**src/rtl/flow_div_sched.sv**
```systemverilog
// flow_div_sched: round-robin sharing of one fixed-latency divider with tag-matched result return
module flow_div_sched #(
  parameter int NUM_REQ = 4,
  parameter int DIV_LATENCY = 36,
  parameter int DW = 32,
  parameter int ID_W = 10
) (
  input  logic                   clk,
  input  logic                   rst,
  input  logic [NUM_REQ-1:0]     cfg_en_mask_in,
  input  logic [NUM_REQ-1:0]     req_vld_in,
  output logic [NUM_REQ-1:0]     req_rdy_out,
  input  logic [NUM_REQ*DW-1:0]  req_dividend_in,
  input  logic [NUM_REQ*DW-1:0]  req_divisor_in,
  input  logic [NUM_REQ*ID_W-1:0] req_id_in,
  output logic                   div_vld_out,
  output logic [DW-1:0]          div_dividend_out,
  output logic [DW-1:0]          div_divisor_out,
  input  logic                   div_vld_in,
  input  logic [2*DW-1:0]        div_dout_in,
  output logic                   res_vld_out,
  output logic [2:0]             res_req_out,
  output logic [ID_W-1:0]        res_id_out,
  output logic [2*DW-1:0]        res_data_out,
  output logic                   res_dz_out,
  output logic                   idle_out,
  output logic                   sync_err_out
);
  localparam int TW = ID_W + 5;
  localparam int GW = $clog2(DIV_LATENCY + 2);
  localparam int CW = $clog2(DIV_LATENCY + 1);
  logic [2:0] ptr, off, gidx, iss_req, t_req;
  logic [3:0] sum;
  logic [2*NUM_REQ-1:0] dbl;
  logic found, fire, iss_dz, t_vld, t_dz, ok;
  logic [ID_W-1:0] iss_id, t_id;
  logic [DIV_LATENCY-1:0][TW-1:0] pipe;
  logic [GW-1:0] guard;
  logic [CW-1:0] cnt;
  always_comb begin
    dbl = {req_vld_in & cfg_en_mask_in, req_vld_in & cfg_en_mask_in} >> ptr;
    found = 1'b0;
    off = '0;
    for (int k = NUM_REQ - 1; k >= 0; k--) if (dbl[k]) begin found = 1'b1; off = 3'(k); end
  end
  assign sum = {1'b0, ptr} + {1'b0, off};
  assign gidx = (sum >= 4'(NUM_REQ)) ? 3'(sum - 4'(NUM_REQ)) : sum[2:0];
  assign fire = found & ~rst;
  assign req_rdy_out = fire ? NUM_REQ'(1) << gidx : '0;
  assign {t_vld, t_req, t_id, t_dz} = pipe[DIV_LATENCY-1];
  assign ok = t_vld & div_vld_in;
  assign idle_out = (cnt == '0) & ~fire;
  always_ff @(posedge clk) begin
    if (rst) begin
      ptr <= '0;
      div_vld_out <= 1'b0;
      div_dividend_out <= '0;
      div_divisor_out <= '0;
      iss_req <= '0;
      iss_id <= '0;
      iss_dz <= 1'b0;
      pipe <= '0;
      res_vld_out <= 1'b0;
      res_req_out <= '0;
      res_id_out <= '0;
      res_data_out <= '0;
      res_dz_out <= 1'b0;
      sync_err_out <= 1'b0;
      cnt <= '0;
      guard <= GW'(DIV_LATENCY + 1);
    end else begin
      div_vld_out <= found;
      if (found) begin
        ptr <= (gidx == 3'(NUM_REQ - 1)) ? '0 : gidx + 3'd1;
        div_dividend_out <= req_dividend_in[gidx*DW +: DW];
        div_divisor_out <= req_divisor_in[gidx*DW +: DW];
        iss_req <= gidx;
        iss_id <= req_id_in[gidx*ID_W +: ID_W];
        iss_dz <= req_divisor_in[gidx*DW +: DW] == '0;
      end
      pipe <= {pipe[DIV_LATENCY-2:0], div_vld_out, iss_req, iss_id, iss_dz};
      res_vld_out <= ok;
      res_req_out <= ok ? t_req : '0;
      res_id_out <= ok ? t_id : '0;
      res_dz_out <= ok & t_dz;
      res_data_out <= ok ? (t_dz ? '1 : div_dout_in) : '0;
      sync_err_out <= sync_err_out | (t_vld & ~div_vld_in) | (~t_vld & div_vld_in & (guard == '0));
      guard <= (guard == '0) ? guard : guard - 1'b1;
      cnt <= cnt + CW'(div_vld_out) - CW'(t_vld);
    end
  end
endmodule

```
**config.mk**
```make
export PLATFORM = sky130hd
export DESIGN_NAME = flow_div_sched
export DESIGN_NICKNAME = d
export VERILOG_FILES = /design/src/rtl/flow_div_sched.sv
export SDC_FILE = /design/constraint.sdc
export NUM_CORES = 1
export LEC_CHECK = 0
export ABC_AREA = 1
export CORE_MARGIN = 2
export CORE_UTILIZATION = 40
export CTS_CLUSTER_SIZE = 24
export DETAILED_ROUTE_END_ITERATION = 16
export DONT_BUFFER_PORTS = 1
export PLACE_DENSITY = 0.55
export SLEW_MARGIN = 0
export SYNTH_ARGS = -nofsm -noshare
export SYNTH_HDL_FRONTEND = slang
export SYNTH_SLANG_ARGS = --single-unit
export TNS_END_PERCENT = 1
```
**constraint.sdc**
```tcl
create_clock -name clk -period 10.8 [get_ports clk]
set_input_delay 3.24 -clock clk [delete_from_list [all_inputs] [get_ports clk]]
set_output_delay 3.24 -clock clk [all_outputs]
set_load 0.01 [all_outputs]
```
==> results of run 1 <==
-- cells in the mapped netlist (12+ instances only) --
| master | count | share of area |
|---|---|---|
| a21oi_1 | 12 | 0.0025 |
| buf_2 | 33 | 0.0069 |
| clkbuf_1 | 94 | 0.015 |
| dfxtp_1 | 714 | 0.60 |
| ha_1 | 16 | 0.0084 |
| inv_1 | 667 | 0.11 |
| nand2_1 | 381 | 0.060 |
| nand3_1 | 54 | 0.011 |
| nor2_1 | 796 | 0.13 |
| o21ai_0 | 166 | 0.035 |
| o21ai_1 | 16 | 0.0034 |
| o22ai_1 | 42 | 0.011 |
-- routing by layer --
layer  global-route usage  part of all wire  vias up  wire, µm
li1                     -                 -     8637         -
met1                0.182              0.41     7573     20800
met2                0.281              0.47      487     23800
met3               0.0441             0.068      128      3430
met4               0.0808             0.043        0      2170
met5                    0                 0        -         0
-- kinds of logic after synthesis --
logic type | Yosys count | share of synthesized area
flip-flops | 714 | 0.600
AND/OR/NAND/NOR | 1243 | 0.201
adder cells (fa/ha/maj) | 18 | 0.0101
XOR/XNOR | 4 | 0.00147
AO/OA/AOI/OAI | 240 | 0.0531
buffers and inverters | 820 | 0.134
-- where the power goes --
group,switching (mW),internal [mW]
Combinational,1.50,0.652
Sequential,0.152,2.79
Clock,1.00,1.46
-- worst paths after layout --
path | from | end | slack (ps) | depth (start not counted)
hold / removal | pipe[449] | pipe[464] | 380 | 2
setup reg to reg | ptr[0] | iss_dz | 6220 | 22
hold reg to reg | pipe[449] | pipe[464] | 380 | 2
setup / recovery | req_vld_in[2] | req_rdy_out[1] | 1960 | 12
-- worst min-delay path: cells and delay by family (launching register included) --
kind | cells | cell delay (ps)
buffers and inverters | 1 | 40
DFF | 1 | 290
and+or+nand+nor | 1 | 30
-- state kept, by name, summed over array words and instances (netlist names), 3 cells and up --
register and cells:
res_data_out 64, cnt 6, ptr 3, div_dividend_out 32, pipe 540, res_id_out 10, guard 6, iss_req 3
iss_id 10, div_divisor_out 32, res_req_out 3
-- area by class of cell --
cell class | count | share of cell area
antenna | 12 | 0.00113
clock buffer | 109 | 0.0807
clock inverter | 24 | 0.00917
inverter | 670 | 0.0946
multi-input combinational | 1505 | 0.238
sequential | 714 | 0.537
tap | 773 | 0.0364
timing repair buffer | 9 | 0.00254
-- stage by stage --
stage	hold WS, ps	util
final	380	0.452
after global routing	401	0.451
after CTS	379	0.451
after detailed placement	392	0.411
after global placement	386	0.411
after floorplan	388	-
==> metrics.yaml, run 1 <==
run_status:
  status: "complete, no violations"
timing:
  worst_slack_ps: 1960
  max_slew_margin: 0.266
  hold_violations: 0
  layout_min_cycle_time_ps: 8840
  grt_setup_unrepaired: "false"
  fin_skew_ps: 23.4
  setup_viol: 0
  min_period_over_period: 0.818
  max_freq_mhz: 113
  drv_slew: 0
  tightest_slew_ps: 1100
  setup_tns_ps: 0
logic_synthesis:
  yosys.cell_types.count: 32
  ys_async_sr_fraction: 0
  postSynthAreaPerCell_um2: 7.83
  ys_warn_count: 0
  synth-edff-count: 0
  seq_area_frac_synth: 0.600
  yosys_most_used_dff: "dfxtp_1"
  ys_ff_latch: 714
  syn_inst: 3039
  synth_area_mm2: 0.0238
  synth_nets: 3428
die:
  initial_core_util: 0.404
  rows: 89
  coreArea_mm2: 0.0589
  dieWidth_um: 248
  die_height_um: 248
  die_area_mm2: 0.0615
  io_pins: 521
place:
  dpl_cell_area_mm2: 0.0242
  detailed_place_hpwl_mm: 33.6
  post-place-ws_ps: 2020
  routabilityCongestion: 0.975
  dp_cells: 3671
  port_buffers: 0
power:
  p_leak_nw: 11.0
  power.total_mw: 7.55
  vdd_ir_drop_max_mv: 0.404
  power.density_mw_per_mm2: 284
layout:
  num-nets-final: 3364
  drive_gt1_frac: 0.0449
  final-seq-area_mm2: 0.0143
  final_common_cell: "nor2_1"
  final_cell_mix: "nor2_1 (796), dfxtp_1 (713), inv_1 (666), nand2_1 (380), o21ai_0 (166)"
  n_fill_cell: 5862
  finalNonFillerCells: 3816
  fin_area_mm2: 0.0266
  syn2layout_area_growth_pct: 11.8
  multi_input_area_mm2: 0.00634
worst_hold_path:
  hp-class: "flop to flop"
global_route:
  grt-ovfl-total: 0
  grt_max_degree: 550
  antenna_found_initial: 13
  grt_pass1_wl_mm: 78.9
  grt_usage: 0.162
  grt_pass1_vias: 15500
routing:
  vias: 16800
  vias_per_cell: 4.41
  firstDrtPassIters: 6
  first_iter_violations: 811
  post-route-drc-count: 0
  antenna_left: 0
  post_drt_wl_per_cell_um: 13.2
  totalWireLength_mm: 50.2
clock_tree:
  worstSkewPairLatency_ps: 600
  cts.clk_slew.worst_paths_ps: 60
  cts-root-buf: "clkbuf_16"
  cts_resized: 0
  ctsHoldBuffers: 0
  clockBufferDepth: 3
  cts_buffers: 75
  post_cts_buffers: 0
  cts.sinks: 714
  htreeDepth: 3
  cts_tree: "built"
critical_path:
  crit_arrival_ps: 5600
  critical_path_buf_inv_count: 2
  worstPathRequired_ps: 7560
  crit_path_start_kind: "input pin"
  cp_max_fo: 23
  timing_worst_setup_path_type: "input pin to output pin"
  end_kind: "output pin"
  critical_path.top_delay_family: "adder cells"
  crit_top_cell: "nand2_1"
  max_stage_delay_ps: 600
  path_cells: "nand2_1, o21ai_0, inv_1, nand2_1, nand2_1, a21boi_0, ha_4, fa_2, inv_2, ha_1, nand2_1, nor2_1"
  slowest_stage: "fa_2"
job:
  maxCapViolations: 0
No activity file was read; power rests on OpenSTA's default activity.
==> run 2: changes to the inputs <==
clock period = 9.1 ns   (was 10.8 ns; I/O delays follow)
==> run 2 against run 1 <==
Compared with the run above: the flow now finishes with violations (max-slew violations); largest power group unchanged; critical path type unchanged; core utilization grew 0.10 points; sequential power rose by 19%; final area increased by 0.22%; flip-flop and latch count did not move; routed wire length is 0.80% higher; critical endpoint is now idle_out.
==> metrics.yaml, run 2 (synthesized netlist as in run 1, its figures left out) <==
run_status:
  status: "complete, but fails checks"
  violations: "max-slew violations"
clock_tree:
  cts_resized: 0  # unchanged
  cts_buffers: 74  # -1.3%
  cts_tree: "built"
  cts-root-buf: "clkbuf_16"
  cts.sinks: 714  # unchanged
  worstSkewPairLatency_ps: 590  # about the same
  clockBufferDepth: 3  # unchanged
  cts.clk_slew.worst_paths_ps: 60  # about the same
  ctsHoldBuffers: 0  # unchanged
  post_cts_buffers: 0  # unchanged
  htreeDepth: 3  # unchanged
layout:
  syn2layout_area_growth_pct: 12.0
  reg_top3: "pipe: 540 flops, res_data_out: 64 flops"
  final_cell_mix: "nor2_1 (796), dfxtp_1 (713), inv_1 (666), nand2_1 (380), o21ai_0 (166)"
  num-nets-final: 3364  # unchanged
  largest_register_ffs: 540  # unchanged
  final_common_cell: "nor2_1"
  n_fill_cell: 5788  # -1.3%
  finalNonFillerCells: 3812  # -0.10%
  drive_gt1_frac: 0.0439  # -0.000932
  top_register: "pipe"
  finish.utilization: 0.453  # +0.000998
critical_path:
  cp_max_fo: 549  # +2300%
  critical_path.top_delay_family: "simple AND/OR/NAND/NOR gates"
  crit_path_start: "rst"
  rr_startpoint: "ptr[1]"
  crit_path_start_kind: "input pin"
  crit_arrival_ps: 5520  # -80 ps
  critical_path_buf_inv_count: 2  # unchanged
  end_kind: "output pin"
  timing_worst_setup_path_type: "input pin to output pin"
  regToRegSetupSlack_ps: 4740  # -1480 ps
  slowest_stage: "nand2_2"
  max_stage_delay_ps: 720  # +120 ps
  path_cells: "inv_1, nand2_2, inv_1, nor3_1"
  crit_top_cell: "inv_1"
  worstPathRequired_ps: 6370  # -1190 ps
die:
  dieWidth_um: 248  # unchanged
  die_area_mm2: 0.0615  # unchanged
  die_height_um: 248  # unchanged
  io_pins: 521  # unchanged
  coreArea_mm2: 0.0589  # unchanged
  initial_core_util: 0.404  # unchanged
  rows: 89  # unchanged
timing:
  tightest_slew_ps: 1710  # +612 ps
  max_slew_margin: -0.143  # -0.408
  setup_viol: 0  # unchanged
  setup_tns_ps: 0  # unchanged
  hold_slack_ps: 385  # +4.79 ps
  fin_skew_ps: 18.1  # -5.38 ps
  grt_setup_unrepaired: "false"
  layout_min_cycle_time_ps: 8250
  hold_violations: 0  # unchanged
  drv_slew: 226  # +226
  min_period_over_period: 0.906
  worst_slack_ps: 852  # -1110 ps
  max_freq_mhz: 121
global_route:
  grt_usage: 0.161  # -0.000742
  grt_pass1_wl_mm: 78.0  # -1.2%
  grt_pass1_vias: 15200  # -2.3%
  grt-ovfl-total: 0  # unchanged
  grt_max_degree: 550  # unchanged
  antenna_found_initial: 12  # -1
place:
  detailed_place_hpwl_mm: 34.0  # +1.4%
  routabilityCongestion: 0.983  # +0.81%
  post-place-ws_ps: 1320  # -697 ps
  dp_cells: 3672  # +0.027%
  port_buffers: 0  # unchanged
routing:
  antenna_left: 0  # unchanged
  post-route-drc-count: 0  # unchanged
  totalWireLength_mm: 50.6  # +0.80%
  vias_per_cell: 4.40  # -0.17%
  vias: 16800  # -0.27%
  firstDrtPassIters: 5  # -1
  first_iter_violations: 854  # +5.3%
  post_drt_wl_per_cell_um: 13.3  # +0.90%
job:
  maxCapViolations: 0  # unchanged
power:
  vdd_ir_drop_max_mv: 0.616  # +53%
  p_leak_nw: 11.0  # +0.22%
  power.density_mw_per_mm2: 339  # +19%
worst_hold_path:
  hp-class: "flop to flop"
  holdCritStartpoint: "pipe[107]"
run 2: cell types whose count changed in the layout (fill, tap and decap cells not counted):
cell / change
buf_4: +1
bufinv_16: +3
clkbuf_1: -1
clkbuf_16: -2
clkbuf_8: +4
clkinv_2: -7
clkinv_4: -1
clkinvlp_4: -1
inv_16: +1
inv_6: -1
run 2: final cells by class:
class,instances,area [µm²],share of cell area
clock buffers,110,2150,0.0806
inverters,670,2520,0.0944
repair buffers,10,75.1,0.00282
clock inverters,18,294,0.0110
well taps,773,967,0.0363
diodes,12,30.0,0.00113
flip-flops and latches,714,14300,0.536
multi-input cells,1505,6340,0.238
run 2: power breakdown:
| part | switching [mW] | total, mW | internal, mW | leakage, nW |
|---|---|---|---|---|
| logic | 1.78 | 2.56 | 0.778 | 4.08 |
| registers | 0.182 | 3.49 | 3.31 | 5.77 |
| clock network | 1.17 | 2.98 | 1.81 | 1.19 |
run 2: worst register-to-register path, delay by kind of cell, from the launching register on:
kind | cells | cell delay, ps
adders and majority gates | 2 | 800
AOI/OAI and AO/OA | 1 | 290
DFF | 1 | 460
buffers and inverters | 3 | 1080
and+or+nand+nor | 12 | 1670
run 2: layer usage:
layer / up-vias / share of wire / GRT usage
met5: - / 0.00020 / 0
met4: 2 / 0.046 / 0.0875
met3: 127 / 0.062 / 0.0436
met2: 483 / 0.48 / 0.279
met1: 7536 / 0.42 / 0.180
li1: 8631 / - / -
run 2: final timing paths:
kind	to	cells after the start
max	idle_out	4
min	pipe[122]	2
max reg2reg	iss_dz	18
min reg2reg	pipe[122]	2
run 2: per-stage QoR:
stage,instance area [µm²],total power [mW]
final,26700,9.03
after detailed placement,24200,6.12
after global placement,24200,6.04
after global routing,26700,9.65
after floorplan,23800,5.51
after CTS,26600,9.15
==> run 3: changes to the inputs <==
CORE_ASPECT_RATIO = 0.9   (was not set)
==> run 3 against run 2 <==
Compared with the run above: core utilization grew 0.11 points; final cell count is 0.10% lower; the run now ends clean; global-route usage decreased by 0.58 points; power shrank 0.47%; routed wire length decreased by 3.9%; register-to-register slack worse by 60 ps; final area shrank 0.21%; critical path type unchanged; critical path depth rose by 10; first-iteration DRC count is 0.35% lower.
==> metrics.yaml, run 3 (synthesized netlist as in run 1, its figures left out) <==
run_status:
  status: "complete, no violations"
die:
  initial_core_util: 0.406  # +0.00180
  die_height_um: 235  # -5.0%
  io_pins: 521  # unchanged
  rows: 84  # -5.6%
  dieWidth_um: 261  # +5.3%
  coreArea_mm2: 0.0586  # -0.44%
  die_area_mm2: 0.0615  # about the same
power:
  p_leak_nw: 11.0  # about the same
  power.density_mw_per_mm2: 338  # -0.26%
  vdd_ir_drop_max_mv: 0.661  # +7.3%
timing:
  min_period_over_period: 0.874  # -0.0327
  max_freq_mhz: 126  # +3.7%
  drv_slew: 0  # -100%
  fin_skew_ps: 15.6  # -2.42 ps
  hold_violations: 0  # unchanged
  hold_slack_ps: 388  # +2.76 ps
  grt_setup_unrepaired: "false"
  tightest_slew_ps: 1200  # -516 ps
  setup_viol: 0  # unchanged
  layout_min_cycle_time_ps: 7950  # -297 ps
  max_slew_margin: 0.202  # +0.344
  setup_tns_ps: 0  # unchanged
clock_tree:
  post_cts_buffers: 0  # unchanged
  cts.sinks: 714  # unchanged
  clockBufferDepth: 3  # unchanged
  ctsHoldBuffers: 0  # unchanged
  cts_tree: "built"
  cts_buffers: 72  # -2.7%
  cts.clk_slew.worst_paths_ps: 60  # about the same
  htreeDepth: 3  # unchanged
  worstSkewPairLatency_ps: 590  # about the same
  cts-root-buf: "clkbuf_16"
  cts_resized: 0  # unchanged
place:
  detailed_place_hpwl_mm: 32.9  # -3.2%
  port_buffers: 0  # unchanged
  routabilityCongestion: 0.945  # -3.8%
critical_path:
  crit_path_start_kind: "input pin"
  crit_top_cell: "nand2_1"
  path_cells: "nand2_1, inv_1, nand2_1, nand2_2, nand2_1, nand2_2, nand3_1, a21boi_0, ha_4, fa_2, inv_2, ha_1, nand2_1, nor2_1"
  max_stage_delay_ps: 630  # -90 ps
  crit_path_start: "req_vld_in[0]"
  regToRegSetupSlack_ps: 4680  # -60 ps
  crit_arrival_ps: 5220  # -300 ps
  timing_worst_setup_path_type: "input pin to output pin"
  rr_startpoint: "ptr[0]"
  slowest_stage: "fa_2"
  reg2reg_depth: 22  # +4
  worstPathRequired_ps: 6370  # about the same
  worstReg2RegEnd: "iss_dz"
  cp_max_fo: 28  # -95%
  end_kind: "output pin"
worst_hold_path:
  hp-class: "flop to flop"
  hold_end: "pipe[180]"
  min_path_cells: 2  # unchanged
  holdCritStartpoint: "pipe[165]"
routing:
  firstDrtPassIters: 5  # unchanged
  post_drt_wl_per_cell_um: 12.8  # -3.8%
  vias_per_cell: 4.41  # +0.19%
  totalWireLength_mm: 48.6  # -3.9%
  post-route-drc-count: 0  # unchanged
  antenna_left: 0  # unchanged
  vias: 16800  # +0.089%
  first_iter_violations: 851  # -0.35%
global_route:
  grt_pass1_vias: 15200  # +0.51%
  grt_max_degree: 550  # unchanged
  antenna_found_initial: 12  # unchanged
  grt-ovfl-total: 0  # unchanged
  grt_usage: 0.155  # -0.00577
  grt_pass1_wl_mm: 77.0  # -1.3%
layout:
  reg_top3: "pipe: 540 flops, res_data_out: 64 flops"
  drive_gt1_frac: 0.0456  # +0.00164
  final_cell_mix: "nor2_1 (796), dfxtp_1 (713), inv_1 (666), nand2_1 (380), o21ai_0 (166)"
  final_common_cell: "nor2_1"
  num-nets-final: 3361  # -0.089%
  top_register: "pipe"
  largest_register_ffs: 540  # unchanged
  n_fill_cell: 5775  # -0.22%
  syn2layout_area_growth_pct: 11.8
job:
  maxCapViolations: 0  # unchanged
[run 3: power by group]
part           leakage (nW)  internal (mW)  switching [mW]
Clock                  1.18           1.76            1.16
Combinational          4.07          0.777            1.81
Sequential             5.77           3.31           0.180
Total                  11.0           5.85            3.14
[run 3: per-layer routing]
layer | vias up | wire length, µm | track usage
li1 | 8628 | - | -
met3 | 99 | 3410 | 0.0476
met1 | 7580 | 20800 | 0.182
met5 | - | 67 | 0
met2 | 477 | 22800 | 0.263
met4 | 10 | 1520 | 0.0647
[run 3: metrics by stage]
stage / instances / power [mW] / setup slack [ps] / cell area (µm²) / util
after floorplan: 3039 / 5.51 / 1450 / 23800 / -
after global placement: 3672 / 6.11 / 1230 / 24200 / 0.412
after detailed placement: 3672 / 6.16 / 1170 / 24200 / 0.412
after CTS: 3802 / 9.13 / 1160 / 26600 / 0.453
after global routing: 3808 / 9.61 / 907 / 26600 / 0.454
final: 3808 / 8.99 / 1150 / 26600 / 0.454
[run 3: worst max path at each step]
stage | end | slack (ps)
after floorplan | req_rdy_out[0] | 1450
after global routing | req_rdy_out[0] | 910
after CTS | req_rdy_out[0] | 1160
after detailed placement | req_rdy_out[0] | 1170
final | req_rdy_out[0] | 1150
after global placement | req_rdy_out[1] | 1230
[run 3: area by class of cell]
class	instances	area [µm²]	share of cell area
flip-flops and latches	714	14300	0.537
inverters	670	2520	0.0946
multi-input cells	1505	6340	0.238
well taps	774	968	0.0364
diodes	6	15.0	0.000564
clock inverters	23	249	0.00936
clock buffers	107	2160	0.0811
repair buffers	9	67.6	0.00254
[run 3: critical path: cells and delay by family]
kind / cells / cell delay (ps)
buffers and inverters: 2 / 440
AND/OR/NAND/NOR: 8 / 700
AO/OA/AOI/OAI: 1 / 290
adder cells (fa/ha/maj): 3 / 1040
